--- config.mk ---
export PLATFORM = sky130hd
export DESIGN_NAME = operand_entry
export DESIGN_NICKNAME = d
export VERILOG_FILES = /design/src/rtl/operand_entry.sv
export SDC_FILE = /design/constraint.sdc
export NUM_CORES = 1
export LEC_CHECK = 0
export ABC_AREA = 1
export CORE_AREA = 3 3 125 157
export DETAILED_ROUTE_END_ITERATION = 8
export DIE_AREA = 0 0 128 160
export PLACE_DENSITY_LB_ADDON = 0.1
export RECOVER_POWER = 25
export SYNTH_ARGS = -nofsm -noshare
export SYNTH_HDL_FRONTEND = slang
export SYNTH_SLANG_ARGS = --single-unit
--- constraint.sdc ---
create_clock -name clk_i -period 2.6 [get_ports clk_i]
set_input_delay 0.39 -clock clk_i [delete_from_list [all_inputs] [get_ports clk_i]]
set_output_delay 0.39 -clock clk_i [all_outputs]
set_load 0.01 [all_outputs]
--- src/rtl/operand_entry.sv ---
// Button-driven signed decimal operand entry: debounced edit of a BCD buffer, then a serial
// Horner conversion to two's complement offered on a valid/ready port.
// Optional auto-repeat of up/down is enabled by defining OPERAND_AUTOREPEAT_EN.
module operand_entry #(
  parameter int unsigned DEBOUNCE_CYCLES = 1000000,
  parameter int unsigned NUM_DIGITS      = 4,
  parameter int unsigned OUT_W           = 16,
  parameter int unsigned REPEAT_CYCLES   = 25000000
) (
  input  logic                    clk_i,
  input  logic                    rst_ni,
  input  logic                    btn_left_i,
  input  logic                    btn_right_i,
  input  logic                    btn_up_i,
  input  logic                    btn_down_i,
  input  logic                    btn_mid_i,
  input  logic                    clear_i,
  input  logic                    value_ready_i,
  output logic                    value_valid_o,
  output logic [OUT_W-1:0]        value_o,
  output logic [4*NUM_DIGITS-1:0] digits_o,
  output logic [1:0]              cursor_o,
  output logic                    negative_o,
  output logic                    busy_o
);

  localparam int unsigned NumBtn = 5;
  localparam int unsigned CntW   = (DEBOUNCE_CYCLES > 1) ? $clog2(DEBOUNCE_CYCLES) : 1;
  localparam int unsigned BLeft  = 0;
  localparam int unsigned BRight = 1;
  localparam int unsigned BUp    = 2;
  localparam int unsigned BDown  = 3;
  localparam int unsigned BMid   = 4;

  typedef enum logic [1:0] {StEdit, StConvert, StSign, StHold} state_e;

  state_e state_q, state_d;

  logic [NumBtn-1:0] btn_raw;
  logic [NumBtn-1:0] sync1_q, sync2_q;
  logic [NumBtn-1:0] lvl_q, lvl_d;
  logic [NumBtn-1:0] press_q, press_d;
  logic [CntW-1:0]   cnt_q [NumBtn];
  logic [CntW-1:0]   cnt_d [NumBtn];

  assign btn_raw = {btn_mid_i, btn_down_i, btn_up_i, btn_right_i, btn_left_i};

  // Debounce: a level flips only after DEBOUNCE_CYCLES consecutive differing samples.
  always_comb begin
    for (int i = 0; i < NumBtn; i++) begin
      lvl_d[i] = lvl_q[i];
      cnt_d[i] = cnt_q[i];
      if (sync2_q[i] == lvl_q[i]) begin
        cnt_d[i] = '0;
      end else if (cnt_q[i] == CntW'(DEBOUNCE_CYCLES - 1)) begin
        lvl_d[i] = ~lvl_q[i];
        cnt_d[i] = '0;
      end else begin
        cnt_d[i] = cnt_q[i] + CntW'(1);
      end
    end
    press_d = lvl_d & ~lvl_q;
  end

  always_ff @(posedge clk_i or negedge rst_ni) begin
    if (!rst_ni) begin
      sync1_q <= '0;
      sync2_q <= '0;
      lvl_q   <= '0;
      press_q <= '0;
      for (int i = 0; i < NumBtn; i++) cnt_q[i] <= '0;
    end else begin
      sync1_q <= btn_raw;
      sync2_q <= sync1_q;
      lvl_q   <= lvl_d;
      press_q <= press_d;
      for (int i = 0; i < NumBtn; i++) cnt_q[i] <= cnt_d[i];
    end
  end

  logic ev_up, ev_down;

`ifdef OPERAND_AUTOREPEAT_EN
  localparam int unsigned RepW = (REPEAT_CYCLES > 1) ? $clog2(REPEAT_CYCLES) : 1;

  logic [RepW-1:0] rep_cnt_q;
  logic            rep_fire_q;
  logic            rep_hold;

  // Exactly one of up/down held, and only while editing.
  assign rep_hold = (state_q == StEdit) && (lvl_q[BUp] ^ lvl_q[BDown]);

  always_ff @(posedge clk_i or negedge rst_ni) begin
    if (!rst_ni) begin
      rep_cnt_q  <= '0;
      rep_fire_q <= 1'b0;
    end else if (!rep_hold) begin
      rep_cnt_q  <= '0;
      rep_fire_q <= 1'b0;
    end else if (rep_cnt_q == RepW'(REPEAT_CYCLES - 1)) begin
      rep_cnt_q  <= '0;
      rep_fire_q <= 1'b1;
    end else begin
      rep_cnt_q  <= rep_cnt_q + RepW'(1);
      rep_fire_q <= 1'b0;
    end
  end

  assign ev_up   = press_q[BUp] | (rep_fire_q & lvl_q[BUp]);
  assign ev_down = press_q[BDown] | (rep_fire_q & lvl_q[BDown]);
`else
  logic [31:0] unused_repeat_cycles;
  assign unused_repeat_cycles = 32'(REPEAT_CYCLES);
  assign ev_up   = press_q[BUp];
  assign ev_down = press_q[BDown];
`endif

  logic [3:0]       digit_q [NUM_DIGITS];
  logic [3:0]       digit_d [NUM_DIGITS];
  logic [1:0]       cursor_q, cursor_d;
  logic [1:0]       idx_q, idx_d;
  logic             neg_q, neg_d;
  logic [OUT_W-1:0] acc_q, acc_d;
  logic [OUT_W-1:0] value_q, value_d;

  always_comb begin
    state_d  = state_q;
    digit_d  = digit_q;
    cursor_d = cursor_q;
    idx_d    = idx_q;
    neg_d    = neg_q;
    acc_d    = acc_q;
    value_d  = value_q;
    unique case (state_q)
      StEdit: begin
        if (press_q[BMid]) begin
          acc_d   = '0;
          idx_d   = 2'(NUM_DIGITS - 1);
          state_d = StConvert;
        end else if (clear_i) begin
          for (int i = 0; i < NUM_DIGITS; i++) digit_d[i] = 4'd0;
          cursor_d = 2'd0;
          neg_d    = 1'b0;
        end else begin
          if (ev_up && ev_down) begin
            neg_d = ~neg_q;
          end else if (ev_up) begin
            digit_d[cursor_q] = (digit_q[cursor_q] == 4'd9) ? 4'd0 : digit_q[cursor_q] + 4'd1;
          end else if (ev_down) begin
            digit_d[cursor_q] = (digit_q[cursor_q] == 4'd0) ? 4'd9 : digit_q[cursor_q] - 4'd1;
          end
          if (press_q[BLeft] && !press_q[BRight]) begin
            cursor_d = (cursor_q == 2'(NUM_DIGITS - 1)) ? 2'd0 : cursor_q + 2'd1;
          end else if (press_q[BRight] && !press_q[BLeft]) begin
            cursor_d = (cursor_q == 2'd0) ? 2'(NUM_DIGITS - 1) : cursor_q - 2'd1;
          end
        end
      end
      StConvert: begin
        acc_d = acc_q * OUT_W'(10) + OUT_W'(digit_q[idx_q]);
        idx_d = idx_q - 2'd1;
        if (idx_q == 2'd0) state_d = StSign;
      end
      StSign: begin
        // Zero magnitude never becomes negative zero.
        value_d = (neg_q && acc_q != '0) ? -acc_q : acc_q;
        state_d = StHold;
      end
      StHold: begin
        if (value_ready_i) state_d = StEdit;
      end
      default: state_d = StEdit;
    endcase
  end

  always_ff @(posedge clk_i or negedge rst_ni) begin
    if (!rst_ni) begin
      state_q  <= StEdit;
      cursor_q <= 2'd0;
      idx_q    <= 2'd0;
      neg_q    <= 1'b0;
      acc_q    <= '0;
      value_q  <= '0;
      for (int i = 0; i < NUM_DIGITS; i++) digit_q[i] <= 4'd0;
    end else begin
      state_q  <= state_d;
      cursor_q <= cursor_d;
      idx_q    <= idx_d;
      neg_q    <= neg_d;
      acc_q    <= acc_d;
      value_q  <= value_d;
      for (int i = 0; i < NUM_DIGITS; i++) digit_q[i] <= digit_d[i];
    end
  end

  always_comb begin
    digits_o = '0;
    for (int i = 0; i < NUM_DIGITS; i++) digits_o[4*i +: 4] = digit_q[i];
  end

  assign value_valid_o = (state_q == StHold);
  assign busy_o        = (state_q != StEdit);
  assign value_o       = value_q;
  assign cursor_o      = cursor_q;
  assign negative_o    = neg_q;

endmodule

==> results_dict.tcl <==
set metrics [dict create \
    crit_path_start_kind "register" \
    die_height_um 160 \
    cell_at_the_root_of_the_clock_tree "clkbuf_16" \
    synth.yosys.seq_area_share_pct 44.0 \
    start_util_pct 54.7 \
    critical_path_peak_fanout 4 \
    worst_skew_ns 0.00998 \
    mappedNetlistArea_um2 9940 \
    area_growth_syn_to_layout_pct 15.4 \
    crit_arrival_ns 2.95 \
    max_clock_freq_mhz 386 \
    grt_setup_unrepaired "yes" \
    cts.path.max_buffers 2 \
    powerDensity_nw_per_um2 836 \
    drt_pass1_iterations 5 \
    finalSetupTns_ns 0 \
    htreeDepth 4 \
    min_path_cells 0 \
    avgSynthCellArea_um2 7.79 \
    final_cell_mix "nand2_1 (287), inv_1 (175), dfrtp_1 (174), nor2_1 (148), nand3_1 (77)" \
    cts_buffers 17 \
    synth-seq-cells 175 \
    synth.lib_cells_used.distinct 44 \
    final_net_count 1412 \
    worstRegToRegCells 14 \
    clock_insertion_delay_worst_skew_ns 0.43 \
    layout_commonest_cell "nand2_1" \
    postRouteAntennaNets 0 \
    n_antenna_cell 0 \
    share_of_cells_above_drive_strength_1_pct 9.14 \
    cts_tree "built" \
    grt.total_usage_pct 22.4 \
    timing.hold.worst_endpoint "sync2_q[3]" \
    detailed_place.area_um2 10800 \
    first_global_vias 8244 \
    grt_first_pass_wirelength_um 38000 \
    globalRoute.totalOverflow 0 \
    synth_largest_type_area_fraction_pct 44.0 \
    outcome "completed" \
    mappedNetlistNets 1331 \
    grt_max_degree 74 \
    slew_at_the_pin_closest_to_its_max_slew_limit_ns 1.26 \
    final.min_clock_period_ns 2.59 \
    core_region_area_um2 18200 \
    path_clk_slew_ns 0.06 \
    regToRegSetupSlack_ns 0.008 \
    max-cap-violations 0 \
    timing.rr.end "acc_q[13]" \
    route.detailed.drc 0 \
    synth_top_area_cell "dfrtp_1" \
    post-route-period-util_pct 99.7 \
    ioPinCount 46 \
    floorplan.die_area_um2 20500 \
    ys_top_cells_by_area "dfrtp_1 (44%), nand2_1 (11%), inv_1 (6.6%), nor2_1 (5.7%), ha_1 (5.5%)" \
    route.vias.total 8427 \
    crit_required_ns 2.95 \
    core.rowCount 55 \
    synth_top_flop_cell "dfrtp_1" \
    die_x_um 128 \
    hold_path_startpoint "sync1_q[3]" \
    timing.critical_path.from "acc_q[1]" \
    critPathCaptureType "register" \
    final_core_utilization_pct 63.1 \
    synth_enable_flop_cells 0 \
    async_flop_share_pct 100 \
    setup_viol 0 \
    report.final.hold_viol_count 0 \
    grt_antenna_before_repair 0 \
    rr_startpoint "acc_q[1]" \
    numClockSinks 175 \
    max-slew-margin-rel_pct 16.1 \
    via_per_inst 5.28 \
    dr_wl_cell_um 13.6 \
    postLayoutCellArea_um2 11500 \
    post-dp-hpwl_um 16500 \
    leakagePower_nw 5.50 \
    drt_first_iter_violations 555 \
    detail_route.wirelength_um 21700 \
    port_buffers 45 \
    worstHoldPathType "register to register" \
    critPathKind "register to register" \
    syn_inst 1276 \
    report.final.slew_viol_count 0 \
    synth.yosys.warnings 0 \
    vdd_ir_drop_max_v 0.000567 \
    routabilityCongestion 0.868 \
]
[cell usage after synthesis, types with 2 or more instances]
| master | instances |
|---|---|
| a211oi_1 | 3 |
| a21o_1 | 2 |
| a21oi_1 | 54 |
| a221oi_1 | 2 |
| a31oi_1 | 12 |
| and3_1 | 2 |
| buf_2 | 3 |
| buf_6 | 2 |
| clkbuf_1 | 6 |
| dfrtp_1 | 175 |
| fa_1 | 2 |
| ha_1 | 44 |
| inv_1 | 176 |
| inv_2 | 7 |
| nand2_1 | 292 |
| nand2_2 | 3 |
| nand3_1 | 79 |
| nand3_2 | 7 |
| nand4_1 | 29 |
| nor2_1 | 150 |
| nor2_2 | 15 |
| nor2_4 | 3 |
| nor3_1 | 39 |
| nor3_2 | 10 |
| nor3b_1 | 7 |
| nor4_1 | 7 |
| o21a_1 | 2 |
| o21ai_0 | 55 |
| o21ai_1 | 16 |
| o22ai_1 | 13 |
| or2_2 | 2 |
| xnor2_1 | 11 |
| xor2_1 | 35 |
[metal layers]
metal	share of wire, %	track usage (%)	routed length (um)
met3	3.6	3.45	788
met1	46	29.9	10000
met4	1.9	7.48	407
met5	0	0	0
met2	48	37.2	10500
[power by group]
| group | internal [W] | switching, W |
|---|---|---|
| registers | 0.00306 | 0.000336 |
| clock network | 0.00135 | 0.00109 |
| logic | 0.00151 | 0.00225 |
[worst max-delay path: stages (launching register included)]
cell     delay, ns
dfrtp_1       0.39
ha_1          0.31
ha_2          0.20
fa_2          0.56
buf_6         0.11
nand3_4       0.08
nor2_4        0.12
nand2_2       0.07
nor2_4        0.12
nand3_2       0.10
nor2_4        0.15
nand2_2       0.08
nand2_1       0.06
nand2_1       0.05
o21ai_1       0.12
[per-stage QoR]
stage          setup slack (ns)  std cells  hold WS [ns]  power (W)
3_5_place_dp            -0.0244       1561         0.336    0.00709
3_3_place_gp             0.0453       1561         0.335    0.00703
4_1_cts                 -0.0216       1594         0.351    0.00959
5_1_grt                  -0.136       1596         0.354     0.0103
2_1_floorplan           0.00581       1276        0.0944    0.00567
6_report                0.00799       1596         0.349    0.00960
[worst max path at each step]
stage / end / slack (ns) / cells past startpoint
after floorplan: acc_q[14] / 0.006 / 16
after global placement: acc_q[14] / 0.05 / 16
after detailed placement: acc_q[14] / -0.02 / 16
after CTS: acc_q[14] / -0.02 / 16
after global routing: acc_q[12] / -0.14 / 15
final: acc_q[13] / 0.008 / 14
[final cells by class]
class / count / area [um^2]
Tap cell: 228 / 285
Sequential cell: 175 / 4380
Multi-Input combinational cell: 905 / 4880
Timing Repair Buffer: 74 / 682
Fill cell: 1663 / 6700
Clock inverter: 10 / 108
Clock buffer: 20 / 447
Inverter: 184 / 694
[sequential cells by signal (all words and copies together), names as in the netlist]
name and cells:
cnt_q 100, sync1_q 5, lvl_q 5, state_q 2, acc_q 16, press_q 5
value_o 16, idx_q 2, digits_o 16, cursor_o 2, negative_o 1, sync2_q 5
[timing repair]
| action | 4_1_cts | 5_1_grt |
|---|---|---|
| resized for setup | 2 | 25 |
| endpoints found under the setup margin | 1 | 6 |
| setup buffers | 2 | 2 |
| hold buffers | 1 | 0 |
| pin swaps | 8 | 15 |
| hold endpoints to repair | 49 | 0 |
[kinds of logic (layout without fill, tap and decap cells)]
group / after synthesis / in the layout / share of synthesized area [%]
AO/OA/AOI/OAI: 165 / 165 / 9.12
XOR/XNOR: 46 / 46 / 4.05
adder cells (fa/ha/maj): 46 / 46 / 5.94
buffers and inverters: 196 / 288 / 7.62
flip-flops: 175 / 175 / 44.0
AND/OR/NAND/NOR: 648 / 648 / 29.2
No activity file was read; power rests on OpenSTA's default activity.
